<file path="config.mk">
export PLATFORM = sky130hd
export DESIGN_NAME = ifetch
export DESIGN_NICKNAME = d
export VERILOG_FILES = /design/src/rtl/ifetch_pkg.sv /design/src/rtl/ifetch_fifo.sv /design/src/rtl/ifetch.sv
export SDC_FILE = /design/constraint.sdc
export NUM_CORES = 1
export LEC_CHECK = 0
export BUFFER_PORTS_ARGS = -buffer_cell sky130_fd_sc_hd__buf_2
export CAP_MARGIN = 10
export CORE_MARGIN = 2
export CORE_UTILIZATION = 43
export CTS_CLUSTER_SIZE = 16
export DETAILED_ROUTE_END_ITERATION = 8
export PLACE_DENSITY = 0.73
export SYNTH_ARGS = -nofsm -noshare
export SYNTH_HDL_FRONTEND = slang
export SYNTH_SLANG_ARGS = --single-unit
</file>
<file path="constraint.sdc">
create_clock -name clk -period 6.9 [get_ports clk]
set_input_delay 1.035 -clock clk [delete_from_list [all_inputs] [get_ports clk]]
set_output_delay 1.035 -clock clk [all_outputs]
set_load 0.005 [all_outputs]
</file>
<file path="src/rtl/ifetch_pkg.sv">
// Shared constants and types for the instruction fetch unit.
// No logic; pure declarations.
// Imported by ifetch and ifetch_fifo.
package ifetch_pkg;

  localparam int unsigned ILEN = 32;

  // ADDI x0,x0,0: the decoder treats it as a no-op bubble.
  localparam logic [ILEN-1:0] RV_NOP = 32'h0000_0013;

  localparam logic [ILEN-1:0] RESET_PC_DEFAULT = 32'h0000_0000;

  // One buffered fetch: address of the word and the word itself.
  typedef struct packed {
    logic [ILEN-1:0] addr;
    logic [ILEN-1:0] data;
  } fetch_ent_t;

  // Instruction fetches are word aligned; the low two bits are cleared.
  function automatic logic [ILEN-1:0] word_align(input logic [ILEN-1:0] a);
    return a & 32'hFFFF_FFFC;
  endfunction

endpackage

</file>
<file path="src/rtl/ifetch_fifo.sv">
// Synchronous FIFO buffering fetched {addr, data} entries.
// Latency: a push is visible at the output the cycle after it is written.
// Backpressure: full_o reports no space; flush empties it and wins over push/pop.
module ifetch_fifo #(
  parameter int unsigned WIDTH = 64,
  parameter int unsigned DEPTH = 2,
  localparam int unsigned AW   = $clog2(DEPTH),
  localparam int unsigned CW   = $clog2(DEPTH) + 1
) (
  input  logic             clk,
  input  logic             rst,
  input  logic             push_i,
  input  logic [WIDTH-1:0] push_dat_i,
  input  logic             pop_i,
  input  logic             flush_i,
  output logic [WIDTH-1:0] pop_dat_o,
  output logic             full_o,
  output logic             empty_o,
  output logic [CW-1:0]    count_o
);

  logic [WIDTH-1:0] mem_q [DEPTH];
  logic [AW-1:0]    wr_ptr_q, wr_ptr_d;
  logic [AW-1:0]    rd_ptr_q, rd_ptr_d;
  logic [CW-1:0]    count_q, count_d;
  logic             do_push, do_pop;

  assign full_o    = (count_q == CW'(DEPTH));
  assign empty_o   = (count_q == '0);
  assign count_o   = count_q;
  assign pop_dat_o = mem_q[rd_ptr_q];

  assign do_pop  = pop_i && !empty_o;
  assign do_push = push_i && (!full_o || do_pop);

  // Next pointers and occupancy; flush discards everything this cycle.
  always_comb begin
    wr_ptr_d = wr_ptr_q;
    rd_ptr_d = rd_ptr_q;
    count_d  = count_q;
    if (flush_i) begin
      wr_ptr_d = '0;
      rd_ptr_d = '0;
      count_d  = '0;
    end else begin
      if (do_push) wr_ptr_d = wr_ptr_q + AW'(1);
      if (do_pop)  rd_ptr_d = rd_ptr_q + AW'(1);
      count_d = count_q + CW'(do_push) - CW'(do_pop);
    end
  end

  // Pointer and occupancy registers.
  always_ff @(posedge clk) begin
    if (rst) begin
      wr_ptr_q <= '0;
      rd_ptr_q <= '0;
      count_q  <= '0;
    end else begin
      wr_ptr_q <= wr_ptr_d;
      rd_ptr_q <= rd_ptr_d;
      count_q  <= count_d;
    end
  end

  // Storage write; contents are don't-care until counted as valid.
  always_ff @(posedge clk) begin
    if (do_push && !flush_i) mem_q[wr_ptr_q] <= push_dat_i;
  end

  // The fetch issue rule keeps this FIFO from ever being pushed while full.
  always_ff @(posedge clk) begin
    if (!rst && push_i && !flush_i) assert (!full_o || pop_i);
  end

endmodule

</file>
<file path="src/rtl/ifetch.sv">
// Instruction fetch: owns the PC, issues word fetches, buffers responses for decode.
// Latency: kept response in cycle k is presented at k+1; redirect target at N+3 with 1-cycle memory.
// Backpressure: requests stop once buffered + outstanding would exceed DEPTH; ins held until popped.
module ifetch
  import ifetch_pkg::*;
#(
  parameter logic [31:0] RESET_PC = RESET_PC_DEFAULT,
  parameter int unsigned DEPTH    = 2
) (
  input  logic        clk,
  input  logic        rst,
  output logic        imem_req_valid,
  output logic [31:0] imem_req_addr,
  input  logic        imem_req_ready,
  input  logic        imem_rsp_valid,
  input  logic [31:0] imem_rsp_data,
  input  logic        jump_en,
  input  logic [31:0] jump_addr,
  output logic        ins_valid,
  input  logic        ins_ready,
  output logic [31:0] ins,
  output logic [31:0] ins_addr
);

  localparam int unsigned CW = $clog2(DEPTH) + 1;

  logic [31:0]   pc_q, pc_d;
  logic [31:0]   rsp_pc_q, rsp_pc_d;
  logic [CW-1:0] out_q, out_d;
  logic [CW-1:0] drop_q, drop_d;

  logic [CW-1:0] occ;
  logic          fifo_empty, fifo_full;
  fetch_ent_t    head, push_ent;
  logic          pop, accept, rsp, push;
  logic [CW:0]   inflight;

  // Presentation side: nothing is shown while in reset.
  assign ins_valid = !rst && !fifo_empty;
  assign pop       = ins_valid && ins_ready;
  assign ins       = ins_valid ? head.data : RV_NOP;
  assign ins_addr  = ins_valid ? head.addr : '0;

  // Issue rule: a slot freed by this cycle's pop may be reused immediately.
  assign inflight       = {1'b0, occ} + {1'b0, out_q} - {{CW{1'b0}}, pop};
  assign imem_req_valid = !rst && (inflight < (CW+1)'(DEPTH));
  assign imem_req_addr  = pc_q;
  assign accept         = imem_req_valid && imem_req_ready;

  // Responses are kept only when no stale ones remain and no redirect is happening.
  assign rsp           = imem_rsp_valid && !rst;
  assign push          = rsp && (drop_q == '0) && !jump_en;
  assign push_ent.addr = rsp_pc_q;
  assign push_ent.data = imem_rsp_data;

  ifetch_fifo #(
    .WIDTH ($bits(fetch_ent_t)),
    .DEPTH (DEPTH)
  ) u_fifo (
    .clk        (clk),
    .rst        (rst),
    .push_i     (push),
    .push_dat_i (push_ent),
    .pop_i      (pop && !jump_en),
    .flush_i    (jump_en),
    .pop_dat_o  (head),
    .full_o     (fifo_full),
    .empty_o    (fifo_empty),
    .count_o    (occ)
  );

  // Next-state for PCs and counters; a redirect overrides everything else.
  always_comb begin
    out_d    = out_q + CW'(accept) - CW'(rsp);
    pc_d     = accept ? pc_q + 32'd4 : pc_q;
    rsp_pc_d = push ? rsp_pc_q + 32'd4 : rsp_pc_q;
    drop_d   = (rsp && (drop_q != '0)) ? drop_q - CW'(1) : drop_q;
    if (jump_en) begin
      pc_d     = word_align(jump_addr);
      rsp_pc_d = word_align(jump_addr);
      // Everything still outstanding after this cycle belongs to the old path.
      drop_d   = out_d;
    end
  end

  // State registers.
  always_ff @(posedge clk) begin
    if (rst) begin
      pc_q     <= RESET_PC;
      rsp_pc_q <= RESET_PC;
      out_q    <= '0;
      drop_q   <= '0;
    end else begin
      pc_q     <= pc_d;
      rsp_pc_q <= rsp_pc_d;
      out_q    <= out_d;
      drop_q   <= drop_d;
    end
  end

endmodule

</file>
# After elaboration in Yosys (flattened, before gate mapping)
# Memories as Yosys holds them, arrays and structs flattened. A register that Yosys moved wholly into a read port is not among the register bits.
# Index checks and enable logic that the tools add are counted.
dict set report word_totals {
  register_bits 72
  latchBits 0
  ram_bits 128
  rom_bits 0
  inputBits 70
  output_inout_bits 98
  elab_cells 59
  n_memories 1
}
dict set report classes {
  addsub 11
  mul 0
  n_div 0
  order_cmp 1
  n_eq_ne 1
  shifts 0
  muxes 12
  n_bitwise 0
  n_reduce_logical 24
}
# memory depth word_bits rd rd_clocked_by_memory_dff wr line_no
set mem_list {}
lappend mem_list {u_fifo.mem_q 2 64 1 1 1 ifetch_fifo.sv:22} ;# logic [WIDTH-1:0] mem_q [DEPTH];
# cell count
set ops {}
lappend ops {{two-way mux 32 bit} 6}
lappend ops {{adder 32 x 3 -> 32 bit (second input constant)} 2}
lappend ops {{logical AND 1 bit} 12}
lappend ops {{nonzero test 2 bit} 4}
lappend ops {{adder 2 x 1 -> 2 bit} 2}
lappend ops {{zero test 1 bit} 4}
lappend ops {{zero test 2 bit} 2}
lappend ops {{two-way mux 1 bit} 4}
lappend ops {{two-way mux 2 bit} 2}
lappend ops {{subtractor 2 x 1 -> 2 bit} 2}
lappend ops {{adder 2 x 2 -> 3 bit} 1}
lappend ops {{less-than comparator 3 x 2 -> 1 bit (second input constant)} 1}
lappend ops {{subtractor 3 x 1 -> 3 bit} 1}
lappend ops {{adder 1 bit (second input constant)} 2}
lappend ops {{== test 2 bit (second input constant)} 1}
lappend ops {{OR reduction 2 bit} 1}
lappend ops {{subtractor 2 x 1 -> 2 bit (second input constant)} 1}
lappend ops {{logical OR 1 bit} 1}

# Logic depth before layout (Yosys ltp)
dict set report depth {
  word_depth 11
  ltp_mapped 16
  mapped_depth_nobuf 15
}

# Cells and area by module
# A second synthesis with hierarchy kept.
dict set report hier_totals {
  hier_cells 796
  area_unflattened_um2 9230.1
}
# mod n_inst cells_each area_per_inst_um2 seq_area_each_um2
set modules_own_cells {}
lappend modules_own_cells {ifetch_fifo 1 229 4849.7 3943.8}
lappend modules_own_cells {ifetch 1 567 4380.5 1281.2}

# Worst setup path before layout
# No wires, ideal clock.
dict set report synth_path {
  path_kind {input to register}
  startpoint {in rst}
  endpoint {mem u_fifo.mem_q[0][0] (enable)}
  setup_ps 490
  arrival_ps 4696
  required_time_ps 6410
  setup_slack_ps 1715
  path_stages 4
  path_buffers 1
  cell_sequence {clkbuf_1 nand3b_1 a311oi_1 nor2b_1}
}
dict set report synth_via {
  elab_chain_len 10
  elab_cells_between_ends 13
  cone_classes {mux (2); reduce/logical (11)}
}
# item line_no
set synth_rtl {}
lappend synth_rtl {{start: declaration} ifetch.sv:11} ;# input logic rst,
lappend synth_rtl {{zero test 1 bit *} -}
lappend synth_rtl {{logical AND 1 bit} ifetch.sv:39} ;# assign ins_valid = !rst && !fifo_empty;
lappend synth_rtl {{logical AND 1 bit} ifetch.sv:40} ;# assign pop = ins_valid && ins_ready;
lappend synth_rtl {{logical AND 1 bit} ifetch.sv:64} ;# .pop_i (pop && !jump_en),
lappend synth_rtl {{logical AND 1 bit} ifetch_fifo.sv:33} ;# assign do_pop = pop_i && !empty_o;
lappend synth_rtl {{logical OR 1 bit} ifetch_fifo.sv:34} ;# assign do_push = push_i && (!full_o || do_pop);
lappend synth_rtl {{logical AND 1 bit *} ifetch_fifo.sv:34}
lappend synth_rtl {{net u_fifo.do_push} ifetch_fifo.sv:26} ;# logic do_push, do_pop;
lappend synth_rtl {{logical AND 1 bit *} ifetch_fifo.sv:67} ;# if (do_push && !flush_i) mem_q[wr_ptr_q] <= push_dat_i;
lappend synth_rtl {{two-way mux 1 bit *} ifetch_fifo.sv:67}
lappend synth_rtl {{two-way mux 1 bit (implied by the code) *} ifetch_fifo.sv:67}
lappend synth_rtl {{end: declaration} ifetch_fifo.sv:22}
# The timed path passes the listed nets; every way through them passes the cells marked *.

# Final worst setup path
dict set report layout_path {
  startpoint {in rst}
  endpoint {out imem_req_valid}
}
dict set report layout_via {
  elab_chain_len 6
}
# item line_no
set layout_rtl {}
lappend layout_rtl {{zero test 1 bit *} -}
lappend layout_rtl {{logical AND 1 bit} ifetch.sv:39}
lappend layout_rtl {{logical AND 1 bit} ifetch.sv:40}
lappend layout_rtl {{subtractor 3 x 1 -> 3 bit} ifetch.sv:45} ;# assign inflight = {1'b0, occ} + {1'b0, out_q} - {{CW{1'b0}}, pop};
lappend layout_rtl {{less-than comparator 3 x 2 -> 1 bit} ifetch.sv:46} ;# assign imem_req_valid = !rst && (inflight < (CW+1)'(DEPTH));
lappend layout_rtl {{logical AND 1 bit *} ifetch.sv:46}
lappend layout_rtl {{end: declaration} ifetch.sv:12} ;# output logic imem_req_valid,
# Every way passes the cells marked *; elsewhere a longest branch is shown, timed or not.

==> flow_metrics.tcl <==
set metrics [dict create \
    min_path_type "reg -> reg" \
    clock-root-buffer "clkbuf_16" \
    fp.dieW_um 148 \
    clk_pin_slew_ps 60 \
    min_from "u_fifo.rd_ptr_q" \
    slew_viol_final 0 \
    max-clock-path-buffers 2 \
    htreeDepth 4 \
    postCtsHoldBufs 0 \
    min_period_ps 5060 \
    grt_use_total_pct 18.6 \
    hold_viol_final 0 \
    layout.nets 1000 \
    cp-end-kind "primary output" \
    grt_max_degree 86 \
    critPathRequiredTime_ps 5860 \
    fp.dieH_um 148 \
    start_util_pct 43.8 \
    worst_pin_slew_ps 1200 \
    clock.fmax_mhz 198 \
    cts_tree "built" \
    antenna_found_initial 0 \
    routed_wl_um 20200 \
    cts_buffers 17 \
    netlist_area_um2 8850 \
    startpoint "rst" \
    internal_power_mw 1.88 \
    drive_gt1_share_pct 22.8 \
    drt-initial-drc-count 414 \
    gp_congestion 0.815 \
    outcome "completed" \
    avgSynthCellArea_um2 11.4 \
    cellPowerDensity_nw_per_um2 236 \
    slowest_delay_ps 610 \
    synth_area_leader_cell "edfxtp_1" \
    ys_seq_elements 193 \
    reg2reg_depth 15 \
    insertion_delay_ps 430 \
    synthFlopType "edfxtp_1" \
    holdPathStages 2 \
    regToRegSetupSlack_ps 3250 \
    cts_setup_buffers 0 \
    grt_pass1_vias 6198 \
    cp_max_fo 49 \
    max_cap_viol_count 0 \
    synth.yosys.seq_area_share_pct 57.7 \
    setup_viol 0 \
    drc 0 \
    stdcell_area_um2 10400 \
    synth_top_cells_by_area "edfxtp_1 (42%), dfxtp_1 (16%), mux2i_1 (7.2%), nor2_1 (3.5%), nand4_1 (1.9%)" \
    async_flop_share_pct 0 \
    post-route-period-util_pct 73.4 \
    first_pass_iters 5 \
    worstReg2RegStart "u_fifo.count_o[1]" \
    clock_sinks 193 \
    endpoint "imem_req_valid" \
    grt_pass1_wl_um 32100 \
    die-area_um2 21800 \
    rsz0062_at_grt "no" \
    diodes 0 \
    seq_power_share_pct 54.1 \
    rows 52 \
    gr-total-overflow 0 \
    peakVddDrop_mv 0.187 \
    p_leak_nw 3.86 \
    yosysTopAreaCellShare_pct 42.1 \
    critPathArrivalTime_ps 4030 \
    dpl_cell_area_um2 9890 \
    detail-route-antenna-nets 0 \
    netlist_top_cells_count "edfxtp_1 (124), nor2_1 (82), dfxtp_1 (69)" \
    switching_share_pct 23.5 \
    relSlewSlack_pct 19.1 \
    io_pins 168 \
    vias 6502 \
    syn2layout_area_growth_pct 17.8 \
    core_region_area_um2 20200 \
    synth-edff-count 124 \
    io_buffers 161 \
    via_per_inst 5.40 \
    crit_chain "buf_2, o21bai_4, inv_1, nand2_1, inv_1, ha_1, nand2b_1, fa_1, xor2_1, nand2_1, nor2_1, buf_2" \
    fin_tns_setup_ps 0 \
    comb_power_share_pct 8.7 \
    slowest_stage "buf_2" \
    cts.repair.resized 0 \
    synth.distinct_cells 61 \
    clock_skew_ps 10.7 \
    worstSetupPathType "in -> out" \
    reg2reg_to "drop_q[1]" \
    synthCells 778 \
    yosysWarnings 0 \
    hpwlAfterDp_um 13600 \
    power_frac_clock_pct 37.1 \
    switching_power_mw 0.579 \
    yosysMostFrequentCell "edfxtp_1" \
    cp-start-kind "input pin" \
    detail_route.wl_per_cell_um 16.8 \
]
[metal layers]
layer,vias to the layer above,global-route usage (%),routed length [µm]
li1,3199,-,-
met2,235,29.2,9270
met4,0,6.44,332
met5,-,0,0
met3,23,3.89,1260
met1,3045,25.9,9340
[how the worst min path moves through the flow]
| stage | end | slack [ps] |
|---|---|---|
| after floorplan | u_fifo.mem_q[0][53] | 460 |
| after global placement | u_fifo.rd_ptr_q | 490 |
| after detailed placement | u_fifo.rd_ptr_q | 500 |
| after CTS | u_fifo.rd_ptr_q | 520 |
| after global routing | u_fifo.rd_ptr_q | 540 |
| final | u_fifo.rd_ptr_q | 520 |
[layout by cell type, fill, tap and decap left out, drive strengths merged, types with 12 or more instances in the layout]
master,netlist,final
dfxtp,69,69
nand3,16,16
a21oi,24,24
o31a,12,12
and3,13,13
a21boi,14,14
nor2,82,82
clkbuf,36,23
nand2,28,28
mux2i,64,64
and4,13,13
nor4,16,16
inv,37,37
nand4,29,29
buf,13,169
edfxtp,124,124
nor3,27,27
xnor2,13,13
[registers in the layout (all words and copies together), names as in the netlist, named ones only]
| signal | flops |
|---|---|
| imem_req_addr | 30 |
| rsp_pc_q | 30 |
| drop_q | 2 |
| out_q | 2 |
| u_fifo.wr_ptr_q | 1 |
| u_fifo.mem_q | 124 |
| u_fifo.rd_ptr_q | 1 |
| u_fifo.count_o | 2 |
[worst max-delay path: cells and delay by family]
kind / cells / cell delay (ps)
compound gates: 1 / 260
xor+xnor: 1 / 540
fa+ha+maj: 2 / 660
buf+inv: 4 / 940
simple gates: 4 / 560
[final cells by class]
class	instances	area [µm²]
clock buffers	23	458
clock inverters	9	86.3
fillers	1799	9800
inverters	37	139
multi-input cells	502	3430
flip-flops and latches	193	5110
well taps	270	338
repair buffers	169	866
[power by group through the flow]
stage	logic, mW	clock network [mW]	registers, mW
after floorplan	0.141	0	1.34
after detailed placement	0.215	0	1.36
after global placement	0.210	0	1.35
after global routing	0.242	0.981	1.34
after CTS	0.216	0.939	1.33
final	0.215	0.913	1.33
[per-stage QoR]
step	hold WS, ps	cells	setup WS, ps	total power, mW	utilization, %
2_1_floorplan	462	781	1710	1.48	-
3_3_place_gp	492	1171	1830	1.56	48.9
3_5_place_dp	498	1171	1760	1.57	48.9
4_1_cts	522	1203	1790	2.49	51.5
5_1_grt	538	1203	1530	2.56	51.5
6_report	515	1203	1840	2.46	51.5
[cells by family after synthesis]
group / synth area share (%)
AOI/OAI and AO/OA: 10.2
and+or+nand+nor: 17.2
DFF: 57.7
buffers and inverters: 3.91
muxes: 7.23
xor gates and xnor gates: 2.27
other: 0.0424
adders and majority gates: 1.50
No activity file was read; power rests on OpenSTA's default activity.
